$ cat src/rtl/loom_dpi_call_bridge_if.sv
// Register-file side of one DPI function slot: call request and return handshakes.
// master = call bridge (initiator), slave = DPI register file slot.
interface loom_dpi_call_bridge_if #(
   parameter int unsigned MAX_ARGS = 8
);
   logic                         call_valid;
   logic                         call_ready;
   logic [MAX_ARGS*32-1:0]       call_args;
   logic                         ret_valid;
   logic                         ret_ready;
   logic [64+MAX_ARGS*32-1:0]    ret_data;

   modport master (
      output call_valid, call_args, ret_ready,
      input  call_ready, ret_valid, ret_data
   );

   modport slave (
      input  call_valid, call_args, ret_ready,
      output call_ready, ret_valid, ret_data
   );
endinterface

$ cat src/rtl/loom_dpi_call_bridge.sv
// DUT-side initiator for one DPI function: latches call arguments, runs the call/return
// handshakes with the register file and stalls the DUT until the result is delivered.
// Optional WAIT-state timeout with stale-return draining: define LOOM_DPI_CALL_TIMEOUT_EN.
module loom_dpi_call_bridge #(
   parameter int unsigned ARG_WIDTH      = 64,
   parameter int unsigned MAX_ARGS       = 8,
   parameter int unsigned RET_WIDTH      = 32,
   parameter int unsigned OUT_WIDTH      = 0,
   parameter int unsigned TIMEOUT_CYCLES = 1048576
) (
   input  logic                                       clk_i,
   input  logic                                       rst_ni,
   input  logic                                       dut_call_i,
   input  logic [ARG_WIDTH-1:0]                       dut_args_i,
   output logic                                       dut_stall_o,
   output logic                                       dut_ret_valid_o,
   output logic [RET_WIDTH-1:0]                       dut_ret_o,
   output logic [((OUT_WIDTH > 0) ? OUT_WIDTH : 1)-1:0] dut_out_o,
   loom_dpi_call_bridge_if.master                     rf,
   output logic [31:0]                                call_count_o,
   output logic                                       overrun_o,
   output logic                                       timeout_o
);

   localparam int unsigned OutW   = (OUT_WIDTH > 0) ? OUT_WIDTH : 1;
   localparam int unsigned ArgBus = MAX_ARGS * 32;

   if (ARG_WIDTH < 1 || ARG_WIDTH > ArgBus) begin : g_bad_arg_width
      $error("ARG_WIDTH must be within 1..MAX_ARGS*32");
   end
   if (RET_WIDTH < 1 || RET_WIDTH > 64) begin : g_bad_ret_width
      $error("RET_WIDTH must be within 1..64");
   end
   if (OUT_WIDTH > ArgBus) begin : g_bad_out_width
      $error("OUT_WIDTH must be within 0..MAX_ARGS*32");
   end

   typedef enum logic [1:0] {StIdle, StReq, StWait, StResp} state_e;

   state_e               state_q, state_d;
   logic [ArgBus-1:0]    args_q, args_d;
   logic [RET_WIDTH-1:0] ret_q, ret_d;
   logic [OutW-1:0]      out_q, out_d;
   logic [31:0]          count_q, count_d;
   logic                 overrun_q, overrun_d;
   logic [OutW-1:0]      out_cap;
   logic                 timeout_hit;
   logic                 drain;
   logic                 unused_ret_data;

   // Bits of the return bus beyond the scalar result and output array are don't-care.
   assign unused_ret_data = ^rf.ret_data;

   if (OUT_WIDTH > 0) begin : g_out
      assign out_cap = rf.ret_data[64 +: OUT_WIDTH];
   end else begin : g_no_out
      assign out_cap = '0;
   end

`ifdef LOOM_DPI_CALL_TIMEOUT_EN
   logic [31:0] tmo_cnt_q, tmo_cnt_d;
   logic        stale_q, stale_d;
   logic        timeout_q, timeout_d;

   assign timeout_hit = (state_q == StWait) && !rf.ret_valid
                        && (tmo_cnt_q == TIMEOUT_CYCLES - 1);
   // A return that arrives after we gave up must still be acked to free the slot.
   assign drain       = stale_q && (state_q != StWait) && rf.ret_valid;
   assign timeout_o   = timeout_q;

   // Timeout counter, stale-return tracking and sticky timeout flag.
   always_comb begin
      tmo_cnt_d = tmo_cnt_q;
      stale_d   = stale_q;
      timeout_d = timeout_q;
      if (state_q == StReq && rf.call_ready) begin
         tmo_cnt_d = '0;
      end else if (state_q == StWait) begin
         tmo_cnt_d = tmo_cnt_q + 32'd1;
      end
      if (timeout_hit) begin
         stale_d   = 1'b1;
         timeout_d = 1'b1;
      end else if (drain) begin
         stale_d = 1'b0;
      end
   end

   // Timeout state registers.
   always_ff @(posedge clk_i or negedge rst_ni) begin
      if (!rst_ni) begin
         tmo_cnt_q <= '0;
         stale_q   <= 1'b0;
         timeout_q <= 1'b0;
      end else begin
         tmo_cnt_q <= tmo_cnt_d;
         stale_q   <= stale_d;
         timeout_q <= timeout_d;
      end
   end
`else
   localparam int unsigned unused_timeout_cycles = TIMEOUT_CYCLES;

   assign timeout_hit = 1'b0;
   assign drain       = 1'b0;
   assign timeout_o   = 1'b0;
`endif

   // Call FSM next state, argument latch, result capture and counters.
   always_comb begin
      state_d   = state_q;
      args_d    = args_q;
      ret_d     = ret_q;
      out_d     = out_q;
      count_d   = count_q;
      overrun_d = overrun_q | (dut_call_i && (state_q != StIdle));
      unique case (state_q)
         StIdle: begin
            if (dut_call_i) begin
               args_d                = '0;
               args_d[ARG_WIDTH-1:0] = dut_args_i;
               state_d               = StReq;
            end
         end
         StReq: begin
            if (rf.call_ready) state_d = StWait;
         end
         StWait: begin
            if (rf.ret_valid) begin
               ret_d   = rf.ret_data[RET_WIDTH-1:0];
               out_d   = out_cap;
               state_d = StResp;
            end else if (timeout_hit) begin
               ret_d   = '0;
               out_d   = '0;
               state_d = StResp;
            end
         end
         StResp: begin
            count_d = count_q + 32'd1;
            state_d = StIdle;
         end
         default: state_d = StIdle;
      endcase
   end

   // State registers; reset returns to IDLE mid-call.
   always_ff @(posedge clk_i or negedge rst_ni) begin
      if (!rst_ni) begin
         state_q   <= StIdle;
         args_q    <= '0;
         ret_q     <= '0;
         out_q     <= '0;
         count_q   <= '0;
         overrun_q <= 1'b0;
      end else begin
         state_q   <= state_d;
         args_q    <= args_d;
         ret_q     <= ret_d;
         out_q     <= out_d;
         count_q   <= count_d;
         overrun_q <= overrun_d;
      end
   end

   // Outputs decoded from registered state only (ret_ready may follow ret_valid while draining).
   always_comb begin
      rf.call_valid   = (state_q == StReq);
      rf.call_args    = args_q;
      rf.ret_ready    = (state_q == StWait) || drain;
      dut_stall_o     = (state_q == StReq) || (state_q == StWait);
      dut_ret_valid_o = (state_q == StResp);
      dut_ret_o       = ret_q;
      dut_out_o       = out_q;
      call_count_o    = count_q;
      overrun_o       = overrun_q;
   end

endmodule

$ cat src/flat_wrapper.sv
// flat-port wrapper written by rule: the top's interface ports become plain ports
module loom_dpi_call_bridge_flat 
#(
   parameter int unsigned ARG_WIDTH      = 64,
   parameter int unsigned MAX_ARGS       = 8,
   parameter int unsigned RET_WIDTH      = 32,
   parameter int unsigned OUT_WIDTH      = 0,
   parameter int unsigned TIMEOUT_CYCLES = 1048576
)
  (clk_i, rst_ni, dut_call_i, dut_args_i, dut_stall_o, dut_ret_valid_o, dut_ret_o, dut_out_o, call_count_o, overrun_o, timeout_o, rf_call_valid, rf_call_args, rf_ret_ready, rf_call_ready, rf_ret_valid, rf_ret_data);
  loom_dpi_call_bridge_if #(.MAX_ARGS(MAX_ARGS)) rf_i ();
  input  logic clk_i;
  input  logic rst_ni;
  input  logic dut_call_i;
  input  logic [ARG_WIDTH-1:0] dut_args_i;
  output logic dut_stall_o;
  output logic dut_ret_valid_o;
  output logic [RET_WIDTH-1:0] dut_ret_o;
  output logic [((OUT_WIDTH > 0) ? OUT_WIDTH : 1)-1:0] dut_out_o;
  output logic [31:0] call_count_o;
  output logic overrun_o;
  output logic timeout_o;
  output wire logic [$bits(rf_i.call_valid)-1:0] rf_call_valid;
  output wire logic [$bits(rf_i.call_args)-1:0] rf_call_args;
  output wire logic [$bits(rf_i.ret_ready)-1:0] rf_ret_ready;
  input wire logic [$bits(rf_i.call_ready)-1:0] rf_call_ready;
  input wire logic [$bits(rf_i.ret_valid)-1:0] rf_ret_valid;
  input wire logic [$bits(rf_i.ret_data)-1:0] rf_ret_data;
  assign rf_call_valid = rf_i.call_valid;
  assign rf_call_args = rf_i.call_args;
  assign rf_ret_ready = rf_i.ret_ready;
  assign rf_i.call_ready = rf_call_ready;
  assign rf_i.ret_valid = rf_ret_valid;
  assign rf_i.ret_data = rf_ret_data;
  loom_dpi_call_bridge #(.ARG_WIDTH(ARG_WIDTH), .MAX_ARGS(MAX_ARGS), .RET_WIDTH(RET_WIDTH), .OUT_WIDTH(OUT_WIDTH), .TIMEOUT_CYCLES(TIMEOUT_CYCLES)) u_core (.clk_i(clk_i), .rst_ni(rst_ni), .dut_call_i(dut_call_i), .dut_args_i(dut_args_i), .dut_stall_o(dut_stall_o), .dut_ret_valid_o(dut_ret_valid_o), .dut_ret_o(dut_ret_o), .dut_out_o(dut_out_o), .rf(rf_i), .call_count_o(call_count_o), .overrun_o(overrun_o), .timeout_o(timeout_o));
endmodule
$ cat config.mk
export PLATFORM = sky130hd
export DESIGN_NAME = loom_dpi_call_bridge_flat
export DESIGN_NICKNAME = d
export VERILOG_FILES = /design/src/rtl/loom_dpi_call_bridge_if.sv /design/src/rtl/loom_dpi_call_bridge.sv /design/src/flat_wrapper.sv
export SDC_FILE = /design/constraint.sdc
export NUM_CORES = 1
export LEC_CHECK = 0
export BUFFER_PORTS_ARGS = -buffer_cell sky130_fd_sc_hd__buf_4
export CORE_AREA = 10 10 273 275
export CTS_CLUSTER_SIZE = 16
export DETAILED_ROUTE_END_ITERATION = 12
export DIE_AREA = 0 0 283 285
export PLACE_DENSITY_LB_ADDON = 0.05
export SETUP_SLACK_MARGIN = 0.05
export SYNTH_ARGS = -nofsm -noshare
export SYNTH_HDL_FRONTEND = slang
export SYNTH_SLANG_ARGS = --single-unit
$ cat constraint.sdc
create_clock -name clk_i -period 2.95 [get_ports clk_i]
set_input_delay 0.885 -clock clk_i [delete_from_list [all_inputs] [get_ports clk_i]]
set_output_delay 0.885 -clock clk_i [all_outputs]
set_load 0.02 [all_outputs]
==> run summary, run 1 <==
Antenna Nets Post-Route = 0
DRT Pass-1 Iters = 4
Vias per Instance = 2.48
clk_lat worst skew = 470 ps
largest net degree at the start of global routing = 51
max_cap viols = 0
Setup WS pre-CTS = 704 ps
# resized after CTS = 0
Final TNS setup = 0 ps
Avg Cell Area, Syn = 12.2 µm²
initial detailed-routing violation count = 86
residual DRC count = 0
htree depth = 4
WL final = 26.8 mm
Area Overhead vs Synth = 42.6%
setup ws final = 514 ps
CTS tree = done
status = finished clean
leading area contributor after synthesis = dfrtp_1
crit path cell chain = inv_1, ha_1, buf_4
Crit Path Max Fanout = 4
setup bufs post-CTS = 0
Synth area leaders = dfrtp_1 49%, buf_4 22%, mux2_2 16%
highest-delay cell along the critical path = dfrtp_1
Worst-Margin Slew = 562 ps
I/O pin count = 716
dpl hpwl = 20.8 mm
FF+latch count, synth = 131
DIE AREA = 80700 µm²
Clock Path Buffers = 2
grt total ovfl = 0
leading cell type in the layout, fill and taps excluded = buf_4
clock skew = 14.5 ps
worst endpoint required time = 2070 ps
Worst Hold Class = in2async
Die Span Y = 285 µm
worst vdd ir = 0.424 mV
CP max stage delay = 420 ps
Cell variety after synth = 28
unrepaired setup endpoints after global routing = false
Die Wd = 283 µm
fin crit share = 82.6%
non-filler instance count after layout = 1744
CTS Hold Buffers Added = 0
synthesized area = 6670 µm²
WP data arrival = 1550 ps
Crit. End Element = primary output
Starting Density = 9.62%
Tot GR Track Use = 6.59%
R2R depth = 5
top-area cell type share of the netlist area = 49.2%
IO Port Bufs = 233
row count = 97
Wirelength per Cell = 15.3 µm
final hold vios = 0
# setup viols final = 0
Yosys warning count = 0
Tmin final = 2440 ps
total number of vias = 4330
initial antenna violation count = 7
# placed instances = 1712
global-route wire length before repair = 37.8 mm
sequential element share of the synthesized area = 49.2%
clock-pin slew of the registers on the worst-case setup and hold paths = 70 ps
Placeable Area = 69300 µm²
hold slack = 294 ps
clock sink count = 131
vias in the first global route = 4879
Max Transition Viols Final = 0
PwrDens = 972 nW/µm²
CTS Buf Count = 17
Root Driver = clkbuf_16
Syn Inst Count = 546
static leakage = 4.52 nW
layout cells sized above 1 = 46.8%
GP Congestion = 0.635
nets@finish = 1186
type of origin of the critical path = register
most frequent cells in the layout = 233 x buf_4, 194 x conb_1, 131 x dfrtp_1
Max-slew headroom = 62.3%
worst setup path class = reg2out
Max Clk Rate = 411 MHz
per-layer routing:
layer	routed length [µm]	up-vias	share of wire (%)	global-route usage [%]
met5	89	-	0.33	0
met4	402	12	1.5	2.33
met3	4510	28	17	5.98
met2	12400	234	46	10.1
met1	9360	2128	35	6.27
li1	-	1928	-	-
layout make-up:
| type | instances | area, µm² |
|---|---|---|
| Inverter | 5 | 18.8 |
| Antenna cell | 1 | 2.50 |
| Timing Repair Buffer | 239 | 1860 |
| Clock inverter | 14 | 151 |
| Fill cell | 7840 | 59800 |
| Multi-Input combinational cell | 397 | 2600 |
| Clock buffer | 17 | 425 |
| Sequential cell | 131 | 3280 |
| Tap cell | 940 | 1180 |
worst paths after layout:
path                       slack, ps                 endpoint                    start
max                              510             rf_ret_ready        u_core.state_q[0]
min                              290  u_core.rf.call_args[45]                   rst_ni
max reg2reg                      790  u_core.call_count_o[23]        u_core.state_q[0]
min reg2reg                      490  u_core.call_count_o[18]  u_core.call_count_o[18]
max in group asynchronous       1950        u_core.state_q[1]                   rst_ni
min in group clk_i               490  u_core.call_count_o[18]  u_core.call_count_o[18]
kinds of logic after synthesis:
| kind of cell | after synthesis | synth area share (%) |
|---|---|---|
| buffers and inverters | 211 | 22.8 |
| flip-flops | 131 | 49.2 |
| multiplexers | 97 | 16.4 |
| AND/OR/NAND/NOR | 64 | 5.91 |
| XOR/XNOR | 31 | 4.07 |
| adder cells (fa/ha/maj) | 6 | 1.13 |
| AO/OA/AOI/OAI | 5 | 0.488 |
| other | 1 | 0.0562 |
where the power goes:
part           switching [W]  total [W]  leakage (nW)  internal (W)
Combinational        0.00228    0.00405          2.63       0.00177
Sequential          0.000414    0.00294          1.61       0.00253
Clock                0.00101    0.00226         0.281       0.00125
registers in the layout, summed over array words and instances (netlist names):
name / flops
u_core.rf.call_args: 64
u_core.call_count_o: 32
u_core.dut_ret_o: 32
u_core.state_q: 2
u_core.overrun_o: 1
critical path: cells and delay by family (launching register included):
| kind | cells | cell delay (ps) |
|---|---|---|
| flip-flops | 1 | 420 |
| buffers and inverters | 2 | 350 |
| adder cells (fa/ha/maj) | 1 | 310 |
cell usage after synthesis:
cell / number
dfrtp_1: 131
buf_2: 1
xnor2_1: 14
inv_1: 5
nand3_1: 12
mux2_2: 97
buf_4: 194
nor3_1: 9
or3_4: 1
conb_1: 1
a222oi_1: 1
xor2_1: 17
and3_1: 6
nor4_4: 1
o21bai_1: 1
nand2_1: 14
nor4_1: 4
buf_1: 3
nand3_2: 1
and4_1: 4
o21ai_0: 3
nand4_1: 6
clkbuf_1: 8
and2_1: 2
nand4_4: 1
and3_2: 2
ha_1: 6
and4_2: 1
metrics by stage:
step	area (µm²)	total power (W)	util (%)
3_3_place_gp	8930	0.00723	12.9
3_5_place_dp	8930	0.00715	12.9
6_report	9510	0.00925	13.7
5_1_grt	9510	0.00993	13.7
4_1_cts	9510	0.00957	13.7
2_1_floorplan	7390	0.00530	-
Power figures use the tool's default switching activity.
==> run 2: changes to the inputs <==
CORE_AREA = 10 10 268 270   (was 10 10 273 275)
DIE_AREA = 0 0 278 280   (was 0 0 283 285)
clock period = 2.55 ns   (was 2.95 ns; I/O delays follow)
==> run 2 against run 1 <==
Effect of this change: routed wire length grew 2.1%; via count down 1.1%; clock power rose by 9.7%; utilization rose by 0.46 points; non-clock buffer count up 6; setup slack got worse by 230 ps; worst hold slack worse by 61 ps; register-to-register slack worse by 120 ps; power is 14% higher; clock skew fell by 1.6 ps; die area fell by 3.5%; sequential cell count is the same; largest power group unchanged.
==> run summary, run 2 (synthesized netlist as in run 1, its figures left out) <==
type of origin of the critical path = register
Starting Density = 10.0% (+0.40 points)
Reg2Reg Capture Point = u_core.call_count_o[31]
worst vdd ir = 0.482 mV (+14%)
Clock Path Buffers = 2 (unchanged)
Worst-Margin Slew = 543 ps (-18.9 ps)
CTS tree = done
initial antenna violation count = 8 (+1)
grt total ovfl = 0 (unchanged)
# setup viols final = 0 (unchanged)
Vias per Instance = 2.54 (+2.3%)
I/O pin count = 716 (unchanged)
Util after Layout = 14.2% (+0.46 points)
setup bufs post-CTS = 0 (unchanged)
Max Clk Rate = 441 MHz
DRT Pass-1 Iters = 5 (+1)
clock-pin slew of the registers on the worst-case setup and hold paths = 70 ps (about the same)
unrepaired setup endpoints after global routing = false
GP Congestion = 0.625 (-1.6%)
Die Wd = 278 µm (-1.8%)
CP max stage delay = 410 ps (about the same)
DIE AREA = 77800 µm² (-3.5%)
WP data arrival = 1500 ps (-50 ps)
Worst Hold Class = in2async
htree depth = 4 (unchanged)
R2R depth = 4 (-1)
Critical Path Most Common Cell = buf_4
Placeable Area = 66600 µm² (-3.9%)
static leakage = 4.53 nW (+0.35%)
Crit. End Element = primary output
worst setup path class = reg2out
worst path bufs/invs = 2 (unchanged)
most frequent cells in the layout = 240 x buf_4, 194 x conb_1, 131 x dfrtp_1
PwrDens = 1120 nW/µm² (+15%)
fin crit share = 89.0%
highest-delay cell along the critical path = dfrtp_1
Antenna Nets Post-Route = 0 (unchanged)
Crit Path Max Fanout = 5 (+1)
clk_lat worst skew = 470 ps (about the same)
crit path cell chain = ha_1, buf_4, buf_4
Max-slew headroom = 63.5% (+1.3 points)
global-route wire length before repair = 38.4 mm (+1.6%)
final hold vios = 0 (unchanged)
residual DRC count = 0 (unchanged)
dpl hpwl = 21.5 mm (+3.1%)
family with the most delay on the worst path = flip-flops
row count = 95 (-2.1%)
status = finished clean
Max Transition Viols Final = 0 (unchanged)
Tmin final = 2270 ps
nets@finish = 1192 (+0.51%)
# resized after CTS = 0 (unchanged)
largest net degree at the start of global routing = 41 (-20%)
R2R Setup Slk = 670 ps (-120 ps)
vias in the first global route = 4982 (+2.1%)
Area Overhead vs Synth = 41.6%
Tot GR Track Use = 6.95% (+0.36 points)
layout cells sized above 1 = 47.2% (+0.34 points)
IO Port Bufs = 233 (unchanged)
hold slack = 233 ps (-60.8 ps)
leading cell type in the layout, fill and taps excluded = buf_4
Wirelength per Cell = 16.2 µm (+5.6%)
worst endpoint required time = 1790 ps (-280 ps)
initial detailed-routing violation count = 82 (-4.7%)
Root Driver = clkbuf_16
max_cap viols = 0 (unchanged)
max reg flops = 64 (unchanged)
Die Span Y = 280 µm (-1.8%)
clock skew = 12.9 ps (-1.63 ps)
clock sink count = 131 (unchanged)
Final TNS setup = 0 ps (unchanged)
total number of vias = 4283 (-1.1%)
CTS Hold Buffers Added = 0 (unchanged)
CTS Buf Count = 17 (unchanged)
WL final = 27.3 mm (+2.1%)
R2R Path Start = u_core.call_count_o[16]
run 2: stage by stage:
stage                     total power, W  cell area [µm²]  setup slack (ps)  cells
after floorplan                  0.00613             7390               733    739
after detailed placement         0.00830             8880               503   1651
after global placement           0.00838             8880               498   1651
after global routing              0.0113             9440               167   1683
after CTS                         0.0110             9440               186   1683
final                             0.0106             9450               281   1686
run 2: cell type report:
cell class / count / area, µm²
sequential: 131 / 3280
clock buffer: 19 / 453
multi-input combinational: 397 / 2600
tap: 873 / 1090
clock inverter: 13 / 101
inverter: 5 / 18.8
timing repair buffer: 245 / 1890
antenna: 3 / 7.51
fill: 7592 / 57100
run 2: power breakdown:
part	switching (W)	internal (W)	total [W]	leakage, nW
Sequential	0.000486	0.00292	0.00341	1.61
Clock	0.00117	0.00131	0.00248	0.268
Combinational	0.00263	0.00206	0.00469	2.66
run 2: how the worst max path moves through the flow:
stage / start / cells after the start / end
after global routing: u_core.state_q[0] / 3 / dut_ret_valid_o
after detailed placement: dut_call_i / 4 / u_core.rf.call_args[10]
after global placement: dut_call_i / 4 / u_core.rf.call_args[10]
final: u_core.state_q[0] / 3 / dut_ret_valid_o
after CTS: u_core.state_q[0] / 3 / dut_ret_valid_o
after floorplan: dut_call_i / 3 / u_core.rf.call_args[10]
run 2: layer usage:
| layer | part of all wire, % | vias up | track usage, % |
|---|---|---|---|
| li1 | - | 1949 | - |
| met1 | 38 | 2061 | 7.16 |
| met2 | 46 | 229 | 10.4 |
| met3 | 15 | 32 | 5.58 |
| met4 | 1.5 | 12 | 2.54 |
| met5 | 0.28 | - | 0 |
